[src/rtl/syria_pkg.sv]
// Definitions shared across the game top: board geometry, keyboard bindings,
// the UART receive FSM states and the key-to-command decode.
package syria_pkg;

  localparam int BOARD_HEIGHT = 8;
  localparam int BOARD_WIDTH  = 8;

  localparam logic [7:0] KEY_UP_L     = 8'h77;
  localparam logic [7:0] KEY_UP_U     = 8'h57;
  localparam logic [7:0] KEY_DOWN_L   = 8'h73;
  localparam logic [7:0] KEY_DOWN_U   = 8'h53;
  localparam logic [7:0] KEY_LEFT_L   = 8'h61;
  localparam logic [7:0] KEY_LEFT_U   = 8'h41;
  localparam logic [7:0] KEY_RIGHT_L  = 8'h64;
  localparam logic [7:0] KEY_RIGHT_U  = 8'h44;
  localparam logic [7:0] KEY_CENTER   = 8'h20;

  typedef enum logic [2:0] {
    WAIT_HIGH,
    IDLE,
    START,
    DATA,
    STOP
  } rx_state_e;

  typedef struct packed {
    logic center;
    logic right;
    logic left;
    logic down;
    logic up;
  } cmd_t;

  function automatic cmd_t decode_key(input logic [7:0] key);
    cmd_t c;
    c = '0;
    case (key)
      KEY_UP_L,    KEY_UP_U:    c.up     = 1'b1;
      KEY_DOWN_L,  KEY_DOWN_U:  c.down   = 1'b1;
      KEY_LEFT_L,  KEY_LEFT_U:  c.left   = 1'b1;
      KEY_RIGHT_L, KEY_RIGHT_U: c.right  = 1'b1;
      KEY_CENTER:               c.center = 1'b1;
      default:                  c        = '0;
    endcase
    return c;
  endfunction

endpackage

[src/rtl/uart_rx_core.sv]
// 8N1 receiver: two-flop synchroniser, framing FSM, baud counter and shift register.
// commit/commit_byte expose the byte one cycle early so a registered decoder can align with rx_valid.
module uart_rx_core
  import syria_pkg::*;
#(
  parameter int CLKS_PER_BIT = 868
) (
  input  logic       clk,
  input  logic       rst,
  input  logic       rxd,
  output logic [7:0] rx_data,
  output logic       rx_valid,
  output logic       frame_err,
  output logic       commit,
  output logic [7:0] commit_byte
);

  localparam int CNT_W = $clog2(CLKS_PER_BIT);
  localparam logic [CNT_W-1:0] FULL_LAST = CNT_W'(CLKS_PER_BIT - 1);
  localparam logic [CNT_W-1:0] HALF_LAST = CNT_W'(CLKS_PER_BIT / 2 - 1);

  logic             rx_meta_q, rxs_q;
  rx_state_e        state_q, state_d;
  logic [CNT_W-1:0] cnt_q, cnt_d;
  logic [2:0]       bit_cnt_q, bit_cnt_d;
  logic [7:0]       shift_q, shift_d;
  logic [7:0]       data_q, data_d;
  logic             valid_q, valid_d;
  logic             ferr_q, ferr_d;

  always_comb begin
    state_d   = state_q;
    cnt_d     = cnt_q + CNT_W'(1);
    bit_cnt_d = bit_cnt_q;
    shift_d   = shift_q;
    data_d    = data_q;
    valid_d   = 1'b0;
    ferr_d    = 1'b0;
    case (state_q)
      WAIT_HIGH: begin
        cnt_d = '0;
        if (rxs_q) state_d = IDLE;
      end
      IDLE: begin
        cnt_d = '0;
        if (!rxs_q) begin
          state_d   = START;
          bit_cnt_d = '0;
        end
      end
      START: begin
        // Mid-start-bit check rejects line glitches shorter than half a bit.
        if (cnt_q == HALF_LAST) begin
          cnt_d   = '0;
          state_d = rxs_q ? IDLE : DATA;
        end
      end
      DATA: begin
        if (cnt_q == FULL_LAST) begin
          cnt_d     = '0;
          shift_d   = {rxs_q, shift_q[7:1]};
          bit_cnt_d = bit_cnt_q + 3'd1;
          if (bit_cnt_q == 3'd7) state_d = STOP;
        end
      end
      STOP: begin
        if (cnt_q == FULL_LAST) begin
          cnt_d = '0;
          if (rxs_q) begin
            data_d  = shift_q;
            valid_d = 1'b1;
            state_d = IDLE;
          end else begin
            ferr_d  = 1'b1;
            state_d = WAIT_HIGH;
          end
        end
      end
      default: begin
        cnt_d   = '0;
        state_d = WAIT_HIGH;
      end
    endcase
  end

  always_ff @(posedge clk or posedge rst) begin
    if (rst) begin
      rx_meta_q <= 1'b1;
      rxs_q     <= 1'b1;
      state_q   <= WAIT_HIGH;
      cnt_q     <= '0;
      bit_cnt_q <= '0;
      data_q    <= '0;
      valid_q   <= 1'b0;
      ferr_q    <= 1'b0;
    end else begin
      rx_meta_q <= rxd;
      rxs_q     <= rx_meta_q;
      state_q   <= state_d;
      cnt_q     <= cnt_d;
      bit_cnt_q <= bit_cnt_d;
      data_q    <= data_d;
      valid_q   <= valid_d;
      ferr_q    <= ferr_d;
    end
  end

  always_ff @(posedge clk) begin
    shift_q <= shift_d;
  end

  assign rx_data     = data_q;
  assign rx_valid    = valid_q;
  assign frame_err   = ferr_q;
  assign commit      = valid_d;
  assign commit_byte = shift_q;

endmodule

[src/rtl/uart_cmd_rx.sv]
// Keyboard command receiver: UART byte reception plus a registered key decoder
// whose one-cycle pulses coincide with rx_valid.
module uart_cmd_rx
  import syria_pkg::*;
#(
  parameter int CLKS_PER_BIT = 868
) (
  input  logic       clk,
  input  logic       rst,
  input  logic       RxD,
  output logic [7:0] rx_data,
  output logic       rx_valid,
  output logic       frame_err,
  output logic       cmd_up,
  output logic       cmd_down,
  output logic       cmd_left,
  output logic       cmd_right,
  output logic       cmd_center
);

  logic       commit;
  logic [7:0] commit_byte;
  cmd_t       cmd_q, cmd_d;

  uart_rx_core #(
    .CLKS_PER_BIT(CLKS_PER_BIT)
  ) u_core (
    .clk        (clk),
    .rst        (rst),
    .rxd        (RxD),
    .rx_data    (rx_data),
    .rx_valid   (rx_valid),
    .frame_err  (frame_err),
    .commit     (commit),
    .commit_byte(commit_byte)
  );

  always_comb begin
    cmd_d = '0;
    if (commit) cmd_d = decode_key(commit_byte);
  end

  always_ff @(posedge clk or posedge rst) begin
    if (rst) cmd_q <= '0;
    else     cmd_q <= cmd_d;
  end

  assign cmd_up     = cmd_q.up;
  assign cmd_down   = cmd_q.down;
  assign cmd_left   = cmd_q.left;
  assign cmd_right  = cmd_q.right;
  assign cmd_center = cmd_q.center;

endmodule

[config.mk]
export PLATFORM = sky130hd
export DESIGN_NAME = uart_cmd_rx
export DESIGN_NICKNAME = d
export VERILOG_FILES = /design/src/rtl/syria_pkg.sv /design/src/rtl/uart_rx_core.sv /design/src/rtl/uart_cmd_rx.sv
export SDC_FILE = /design/constraint.sdc
export NUM_CORES = 1
export LEC_CHECK = 0
export CORE_ASPECT_RATIO = 1.2
export CORE_UTILIZATION = 42
export DETAILED_ROUTE_END_ITERATION = 10
export GPL_TIMING_DRIVEN = 0
export PLACE_DENSITY = 0.73
export RECOVER_POWER = 25
export SETUP_SLACK_MARGIN = 0.5
export SKIP_CTS_REPAIR_TIMING = 1
export SYNTH_ARGS = -nofsm -noshare
export SYNTH_HDL_FRONTEND = slang
export SYNTH_SLANG_ARGS = --single-unit
[constraint.sdc]
create_clock -name clk -period 5.33 [get_ports clk]
set_input_delay 1.066 -clock clk [delete_from_list [all_inputs] [get_ports clk]]
set_output_delay 1.066 -clock clk [all_outputs]
set_load 0.005 [all_outputs]
==> qor.txt <==
CTS sink cnt - 41
status - finished clean
post-DR wirelength/cell - 14.4 um
Max Slew Vio Count - 0
antenna violations before repair - 0
synth warn - 0
final setup TNS - 0 ns
Netlist cell types - 42
crit-path max FO - 25
Initial Util - 0.451
Diodes inserted - 0
WP data required - 5.51 ns
design area - 0.00220 mm^2
Hold Crit Start - u_core.rx_meta_q
Worst Tran Pin Value - 1.35 ns
Worst Reg-to-Reg Cells - 5
crit-path cells - dlygate4sd3_1 -> clkinv_1 -> clkbuf_1
NumNets Final - 184
Final Non-Filler Cells - 232
total number of vias - 1271
Max VDD drop - 0.000192 V
Synth Instances - 152
First-pass DRT Iterations - 4
H-Tree Depth - 2
Highest Clock Rate - 380 MHz
CTS tree - built
initial DRC count - 25
top_reg_cell synth - dfrtp_1
CP arrival - 2.81 ns
GRT overflow - 0
clock buffer count from CTS - 5
share of cells above drive strength 1 - 0.140
clk_skew - 0.00742 ns
GRT Total Usage - 0.162
pwr dens - 372 mW/mm^2
CP Capture Type - asynchronous set/reset pin
max cap viols - 0
worst min-delay path endpoint - u_core.rxs_q
Syn Nets - 159
crit start category - input pin
Seq cells post-synth - 41
Mean Syn Cell Area - 12.0 um^2
vias in the first global route - 1174
first-pass GRT wire length - 5320 um
worst hold path class - reg -> reg
placer congestion estimate - 0.848
R2R Path Start - u_core.cnt_q[0]
Static Leakage - 0.930 nW
DR vias/cell - 5.48
period utilisation layout - 0.494
Post-synth EDFFs - 8
WS Path Type - in -> async
RSZ-0062 raised after global routing - false
Slowest cell on crit path - clkbuf_1
largest net degree at the start of global routing - 34
Final Critical Period - 2.63 ns
hold path depth - 0
final hold vios - 0
port bufs - 17
clock buffer depth - 2
filler cell count - 326
Site Rows - 25
sequential-to-total area share from yosys stat - 0.587
die footprint - 0.00460 mm^2
Post-Syn Area - 0.00182 mm^2
Area Overhead vs Synth - 20.8%
worst skew pair latency - 0.29 ns
final setup fails - 0
clock root buffer - clkbuf_8
die width - 62.1 um
CORE AREA - 0.00404 mm^2
hpwl dp - 2380 um
Routed Antenna Nets - 0
Post-synth ARST share - 0.805
# IOs - 18
hold slack final - 0.366 ns
Post-DP Area - 0.00206 mm^2
Slew headroom - 0.0975
RR Endpoint - u_core.commit_byte[6]
WL final - 3350 um
die height - 74.1 um
clock slew at reported path FFs - 0.08 ns
total power - 819 uW
CP peak stage delay - 1.02 ns
DRC - 0
reg2reg setup slack - 2.92 ns
Placed Instances - 223
where the power goes:
part           internal (mW)  total (mW)  leakage [nW]  switching, mW
Combinational         0.0548       0.125         0.356         0.0701
Sequential             0.352       0.393         0.505         0.0404
Clock                  0.189       0.301        0.0687          0.113
layer usage:
metal,part of all wire,routed length (um),up-vias,global-route usage
li1,-,-,595,-
met3,0.036,120,11,0.0383
met4,0.028,93,0,0.0889
met2,0.52,1750,37,0.261
met1,0.41,1380,628,0.195
met5,0,0,-,0
placed cells by master, fill, tap and decap left out, drive strengths merged, types with 2 or more instances in the layout:
| master | synthesis | layout |
|---|---|---|
| a211oi | 2 | 2 |
| and3 | 3 | 3 |
| buf | 2 | 2 |
| bufinv | 0 | 2 |
| clkbuf | 2 | 8 |
| clkdlybuf4s50 | 0 | 15 |
| dfrtp | 31 | 31 |
| dfstp | 2 | 2 |
| dlygate4sd3 | 0 | 2 |
| edfxtp | 8 | 8 |
| ha | 4 | 4 |
| inv | 5 | 5 |
| mux2 | 8 | 8 |
| nand2 | 7 | 7 |
| nand2b | 2 | 2 |
| nand3 | 10 | 10 |
| nand3b | 6 | 6 |
| nand4 | 3 | 3 |
| nand4b | 2 | 2 |
| nor2 | 17 | 17 |
| nor3 | 9 | 9 |
| nor3b | 2 | 2 |
| nor4 | 2 | 2 |
| or3b | 2 | 2 |
| xnor2 | 5 | 5 |
| xor2 | 3 | 3 |
state kept, by name (all words and copies together) (netlist names):
register            count
cmd_center              1
u_core.cnt_q           10
cmd_right               1
u_core.frame_err        1
u_core.rx_valid         1
u_core.rxs_q            1
cmd_down                1
u_core.state_q          3
u_core.rx_meta_q        1
u_core.commit_byte      8
cmd_up                  1
u_core.bit_cnt_q        3
u_core.rx_data          8
cmd_left                1
metrics by stage:
| stage | setup WS, ns | utilization |
|---|---|---|
| global route | 2.35 | 0.545 |
| CTS | 2.92 | 0.544 |
| finish | 2.70 | 0.545 |
| global placement | 2.83 | 0.510 |
| detailed placement | 2.76 | 0.510 |
| floorplan | 3.32 | - |
synth_stat cells (3+ instances only):
master / number / area, um^2
ha_1: 4 / 50.1
nand3b_1: 6 / 45.0
xnor2_1: 5 / 43.8
and3_1: 3 / 18.8
nand2_1: 7 / 26.3
xor2_1: 3 / 26.3
nor2_1: 17 / 63.8
nor3_1: 9 / 45.0
edfxtp_1: 8 / 240
nand4_1: 3 / 18.8
nand3_1: 10 / 50.1
inv_1: 4 / 15.0
dfrtp_1: 31 / 776
mux2_2: 8 / 90.1
worst max-delay path: cells and delay by family:
family / cells / cell delay (ns)
buffers and inverters: 3 / 1.73
worst max-delay path by stage:
stage / start / to / slack, ns / cells after the start
after floorplan: u_core.cnt_q[3] / u_core.commit_byte[0] / 3.32 / 4
after global placement: rst / u_core.bit_cnt_q[0] / 2.83 / 2
after detailed placement: rst / u_core.bit_cnt_q[2] / 2.76 / 2
after CTS: u_core.cnt_q[0] / u_core.commit_byte[1] / 2.92 / 5
after global routing: rst / u_core.rx_data[6] / 2.35 / 3
final: rst / u_core.frame_err / 2.70 / 3
final cells by class:
type,count,area [um^2],area share
buffer,4,17.5,0.00797
clock buffer,5,68.8,0.0313
clock inverter,3,68.8,0.0313
inverter,5,18.8,0.00854
multi-input combinational,102,714,0.325
sequential,41,1070,0.486
tap,54,67.6,0.0307
timing repair buffer,18,174,0.0791
kinds of logic (layout without fill, tap and decap cells):
group,count (synthesis),after routing,synth area share
simple gates,72,72,0.234
flops,41,41,0.587
compound gates,10,10,0.0433
buf+inv,9,35,0.0199
xor+xnor,8,8,0.0385
mux,8,8,0.0495
fa+ha+maj,4,4,0.0275
Note: power is estimated with default switching activity, not from simulation.
